==> src/rtl/nnoc_pkg.sv <==
// Shared types and sizing for the systolic core's downstream stages.
package nnoc_pkg;
    typedef enum logic [0:0] {IDLE = 1'b0, DRAIN = 1'b1} state_t;

    localparam int NUM_RESULTS    = 16;
    localparam int DEF_ACCUMULATE = 32;
    localparam int DEF_WIDTH      = 16;
endpackage

==> src/rtl/requant_sat.sv <==
// Rounding arithmetic right shift followed by signed saturation to WIDTH bits.
module requant_sat #(
    parameter int ACCUMULATE = 32,
    parameter int WIDTH      = 16
) (
    input  logic [ACCUMULATE-1:0] x,
    input  logic [4:0]            shift,
    output logic [WIDTH-1:0]      y
);
    localparam logic signed [ACCUMULATE:0] SMAX =
        {{(ACCUMULATE-WIDTH+2){1'b0}}, {(WIDTH-1){1'b1}}};
    localparam logic signed [ACCUMULATE:0] SMIN =
        {{(ACCUMULATE-WIDTH+2){1'b1}}, {(WIDTH-1){1'b0}}};

    logic signed [ACCUMULATE:0] xe;
    logic signed [ACCUMULATE:0] rnd;
    logic signed [ACCUMULATE:0] sum;
    logic signed [ACCUMULATE:0] shr;

    // One extra bit of headroom keeps the half-up rounding add from wrapping.
    always_comb begin
        xe  = {x[ACCUMULATE-1], x};
        rnd = '0;
        if (shift != 5'd0)
            rnd = (ACCUMULATE+1)'(1) << (shift - 5'd1);
        sum = xe + rnd;
        shr = sum >>> shift;
        if (shr > SMAX)
            y = SMAX[WIDTH-1:0];
        else if (shr < SMIN)
            y = SMIN[WIDTH-1:0];
        else
            y = shr[WIDTH-1:0];
    end
endmodule

==> src/rtl/result_drain.sv <==
// Snapshots the 4x4 core result buffer on start and streams requantized
// elements out over valid/ready, one per handshake.
module result_drain
    import nnoc_pkg::*;
#(
    parameter int ACCUMULATE = DEF_ACCUMULATE,
    parameter int WIDTH      = DEF_WIDTH
) (
    input  logic                              clk,
    input  logic                              reset,
    input  logic                              start,
    input  logic [NUM_RESULTS*ACCUMULATE-1:0] result_buffer,
    input  logic [4:0]                        shift,
    output logic                              out_valid,
    input  logic                              out_ready,
    output logic [WIDTH-1:0]                  out_data,
    output logic [3:0]                        out_index,
    output logic                              out_last,
    output logic                              busy,
    output logic                              done
);
    state_t                                   state;
    logic [NUM_RESULTS-1:0][ACCUMULATE-1:0]   snap;
    logic [4:0]                               shift_q;
    logic [3:0]                               idx;
    logic [3:0]                               idx_nxt;
    logic [ACCUMULATE-1:0]                    rq_x;
    logic [4:0]                               rq_s;
    logic [WIDTH-1:0]                         rq_y;

    assign idx_nxt = idx + 4'd1;

    // In IDLE the requantizer looks at the live buffer so element 0 is ready
    // the cycle after start; in DRAIN it prefetches the next snapshot entry.
    always_comb begin
        rq_x = result_buffer[ACCUMULATE-1:0];
        rq_s = shift;
        if (state == DRAIN) begin
            rq_x = snap[idx_nxt];
            rq_s = shift_q;
        end
    end

    requant_sat #(.ACCUMULATE(ACCUMULATE), .WIDTH(WIDTH)) u_requant (
        .x     (rq_x),
        .shift (rq_s),
        .y     (rq_y)
    );

    always_ff @(posedge clk or negedge reset) begin
        if (!reset) begin
            state     <= IDLE;
            snap      <= '0;
            shift_q   <= '0;
            idx       <= '0;
            out_valid <= 1'b0;
            out_data  <= '0;
            out_index <= '0;
            out_last  <= 1'b0;
            busy      <= 1'b0;
            done      <= 1'b0;
        end else begin
            done <= 1'b0;
            case (state)
                IDLE: begin
                    if (start) begin
                        snap      <= result_buffer;
                        shift_q   <= shift;
                        idx       <= '0;
                        out_valid <= 1'b1;
                        out_data  <= rq_y;
                        out_index <= '0;
                        out_last  <= 1'b0;
                        busy      <= 1'b1;
                        state     <= DRAIN;
                    end
                end
                DRAIN: begin
                    if (out_ready) begin
                        if (idx == 4'd15) begin
                            out_valid <= 1'b0;
                            out_last  <= 1'b0;
                            busy      <= 1'b0;
                            done      <= 1'b1;
                            state     <= IDLE;
                        end else begin
                            idx       <= idx_nxt;
                            out_data  <= rq_y;
                            out_index <= idx_nxt;
                            out_last  <= (idx_nxt == 4'd15);
                        end
                    end
                end
                default: state <= IDLE;
            endcase
        end
    end
endmodule

==> config.mk <==
export PLATFORM = sky130hd
export DESIGN_NAME = result_drain
export DESIGN_NICKNAME = d
export VERILOG_FILES = /design/src/rtl/nnoc_pkg.sv /design/src/rtl/requant_sat.sv /design/src/rtl/result_drain.sv
export SDC_FILE = /design/constraint.sdc
export NUM_CORES = 2
export LEC_CHECK = 0
export BUFFER_PORTS_ARGS = -buffer_cell sky130_fd_sc_hd__buf_2
export CAP_MARGIN = 20
export CORE_MARGIN = 3
export CORE_UTILIZATION = 33
export DETAILED_ROUTE_END_ITERATION = 6
export PLACE_DENSITY_LB_ADDON = 0.1
export REMOVE_ABC_BUFFERS = 1
export SYNTH_ARGS = -nofsm -noshare
export SYNTH_HDL_FRONTEND = slang
export SYNTH_SLANG_ARGS = --single-unit
==> constraint.sdc <==
create_clock -name clk -period 11.7 [get_ports clk]
set_input_delay 0 -clock clk [delete_from_list [all_inputs] [get_ports clk]]
set_output_delay 0 -clock clk [all_outputs]
set_load 0.05 [all_outputs]
==> impl_metrics.json <==
{
  "clock_path_buffers": 3,
  "post_synth_num_cell_types": 79,
  "drt_first_pass_iters": 5,
  "max_freq_mhz": 115.9,
  "vias": 26886,
  "dp_hpwl_um": 70020,
  "dp_slack_ns": 3.010,
  "yosys.area_share.xor_xnor_pct": 0.6023,
  "fillCellCount": 8412,
  "yosysWarnings": 0,
  "io-pin-count": 545,
  "wire_per_inst_um": 19.24,
  "synth_top_area_cell": "dfrtp_1",
  "synth_edf_count": 0,
  "grt_max_degree": 193,
  "slowest_delay_ns": 0.93,
  "cts_tree": "yes",
  "gp_congestion": 0.9108,
  "clk_pin_slew_ns": 0.06,
  "avgSynthCellArea_um2": 8.900,
  "max-vdd-ir-drop_mv": 0.1437,
  "whs_ns": -0.02519,
  "nNetsFinal": 4781,
  "start_kind": "flop",
  "syn_area_um2": 29080,
  "worstPathArrival_ns": 9.08,
  "violations": "negative hold slack",
  "worst-r2r-setup-slack_ns": 3.07,
  "ys.flop_type": "dfrtp_1",
  "rows": 108,
  "cts_sinks": 541,
  "muxShareOfSynthArea_pct": 15.28,
  "final-setup-viol-count": 0,
  "layout_commonest_cell": "nand2_1",
  "drt_iter0_markers": 1611,
  "clkLatencyLatePin_ns": 0.61,
  "die_h_um": 302.9,
  "io_buffers": 544,
  "tightest_slew_ns": 1.224,
  "status": "finished with violations",
  "relSlewSlack_pct": 18.40,
  "core-area_um2": 87020,
  "synth_top_area_share_pct": 46.55,
  "endpoint_kind": "flop",
  "crit_chain": "inv_1, ha_4, buf_12, mux4_2, mux4_2, mux2_2, ha_1, a21oi_1, o21ai_0, a211oi_1, o211ai_1, a211oi_1, o22ai_1, o21ai_0, o21ai_0, a21oi_1, nand4_1, o31ai_4, o22ai_1",
  "drv_slew": 0,
  "cts_made_buffers": 67,
  "path_max_fanout": 68,
  "synthCells": 3268,
  "p_per_area_nw_per_um2": 201.7,
  "skew_ns": 0.01770,
  "drcViolationCount": 0,
  "cts_root_buf": "clkbuf_16",
  "synth_top_family_by_area": "simple AND/OR/NAND/NOR gates",
  "final_cell_area_um2": 40230,
  "wl_um": 104400,
  "post-route-util_pct": 46.22,
  "drive_gt1_share_pct": 21.63,
  "place_inst": 4791,
  "required_ns": 12.15,
  "antenna_left": 0,
  "start_util_pct": 33.42,
  "stdcell_count": 5427,
  "criticalPathCategory": "reg2reg",
  "htreeDepth": 3,
  "min_path_type": "in2async",
  "min_period_ns": 8.630,
  "synthArstFlopShare_pct": 100.0,
  "finalWorstSetupSlack_ns": 3.071,
  "synthSimpleGateAreaFrac_pct": 25.58,
  "vias_per_cell": 4.954,
  "path_buf_inv": 2,
  "synth_seq_area_share_pct": 46.55,
  "grt_pass1_vias": 28262,
  "p_leak_nw": 19.92,
  "dpl-instance-area_um2": 32870,
  "cp_slowest_cell": "dfrtp_4",
  "grt_overflow": 0,
  "final_hold_viol_count": 7,
  "rsz0062_at_grt": "no",
  "grt_pass1_wl_um": 161400,
  "cap_violations": 0,
  "fin_setup_tns_ns": 0,
  "synth_compound_area_share_pct": 7.447,
  "total_power_mw": 8.115,
  "fp.dieW_um": 302.9,
  "antenna_found_initial": 4,
  "crit_family": "compound AO/OA/AOI/OAI gates",
  "finalCritPeriodShare_pct": 73.76,
  "synthTopCellsByArea": "dfrtp_1, nand2_1, mux4_2",
  "area_growth_pct": 38.31,
  "synth-seq-cells": 541,
  "die-area_um2": 91730,
  "grt.total_usage_pct": 22.47,
  "final_cell_mix": "nand2_1, buf_2, dfrtp_1",
  "yosys.area_share.adder_pct": 1.532,
  "crit_path_frequent_cell": "o21ai_0"
}
## layer usage
metal	vias up	GRT usage, %	share of wire (%)
met2	678	37.46	48
li1	12917	-	-
met5	-	0	0
met3	219	2.812	4.0
met1	13072	29.76	44
met4	0	9.001	3.9
## cells in the mapped netlist, drive strengths merged (3+ instances only)
cell type,n
buf,30
nor4,11
and3,10
or3,6
a211oi,17
o211a,9
a31oi,12
mux2,45
a311oi,3
nand4,21
ha,34
a21boi,7
inv,11
o21ai,70
mux2i,31
nor2,113
xor2,8
o211ai,34
a22oi,6
nand2,1653
a221o,3
o2bb2ai,4
clkbuf,183
o31ai,8
a211o,7
o2111ai,3
nand3,34
a21o,6
a21oi,57
o22ai,18
a2bb2oi,3
o221ai,8
mux4,161
xnor2,12
a311o,3
and4,3
o21a,9
nor3,37
nand2b,5
dfrtp,541
## final cells by class
class,count,area [um2],area share (%)
Antenna cell,4,10.01,0.02488
Multi-Input combinational cell,2503,14760,36.70
Inverter,11,41.29,0.1026
Clock buffer,95,1943,4.830
Timing Repair Buffer,1101,8278,20.58
Tap cell,1155,1445,3.593
Clock inverter,17,200.2,0.4977
Sequential cell,541,13550,33.67
## registers in the layout, summed over array words and instances (netlist names)
register	cells
busy	1
done	1
idx	4
out_data	16
out_last	1
shift_q	5
snap	512
state	1
## what timing repair did
action / 4_1_cts / 5_1_grt
resized for setup: 0 / 0
setup buffers: 0 / 0
hold endpoints to repair: 614 / 0
hold buffers: 520 / 0
## where the power goes
| group | internal (mW) | total [mW] | switching [mW] |
|---|---|---|---|
| Combinational | 1.59 | 3.80 | 2.21 |
| Clock | 1.19 | 2.04 | 0.853 |
| Sequential | 2.11 | 2.28 | 0.163 |
| Total | 4.89 | 8.12 | 3.22 |
## kinds of logic after synthesis
kind of cell               Yosys count
and+or+nand+nor                   1904
AOI/OAI and AO/OA                  306
buffers and inverters              224
other                                1
xor gates and xnor gates            20
muxes                              237
DFF                                541
adders and majority gates           35
## worst reg2reg max path, cell delays in order, from the launching register on
cell	delay, ns
dfrtp_4	0.93
inv_1	0.18
ha_4	0.90
buf_12	0.47
mux4_2	0.40
mux4_2	0.47
mux2_2	0.31
ha_1	0.44
a21oi_1	0.28
o21ai_0	0.22
a211oi_1	0.62
o211ai_1	0.21
a211oi_1	0.90
o22ai_1	0.22
o21ai_0	0.45
o21ai_0	0.17
a21oi_1	0.20
nand4_1	0.17
o31ai_4	0.76
o22ai_1	0.20
## path summary, 6_finish.rpt
path,start,endpoint,cells past startpoint
min,reset,snap[368],2
min reg2reg,snap[63],snap[63],2
max in group asynchronous,reset,snap[411],4
min in group clk,result_buffer[72],snap[72],4
max,idx[0],out_data[9],19
max reg2reg,idx[0],out_data[9],19
Power figures use the tool's default switching activity.
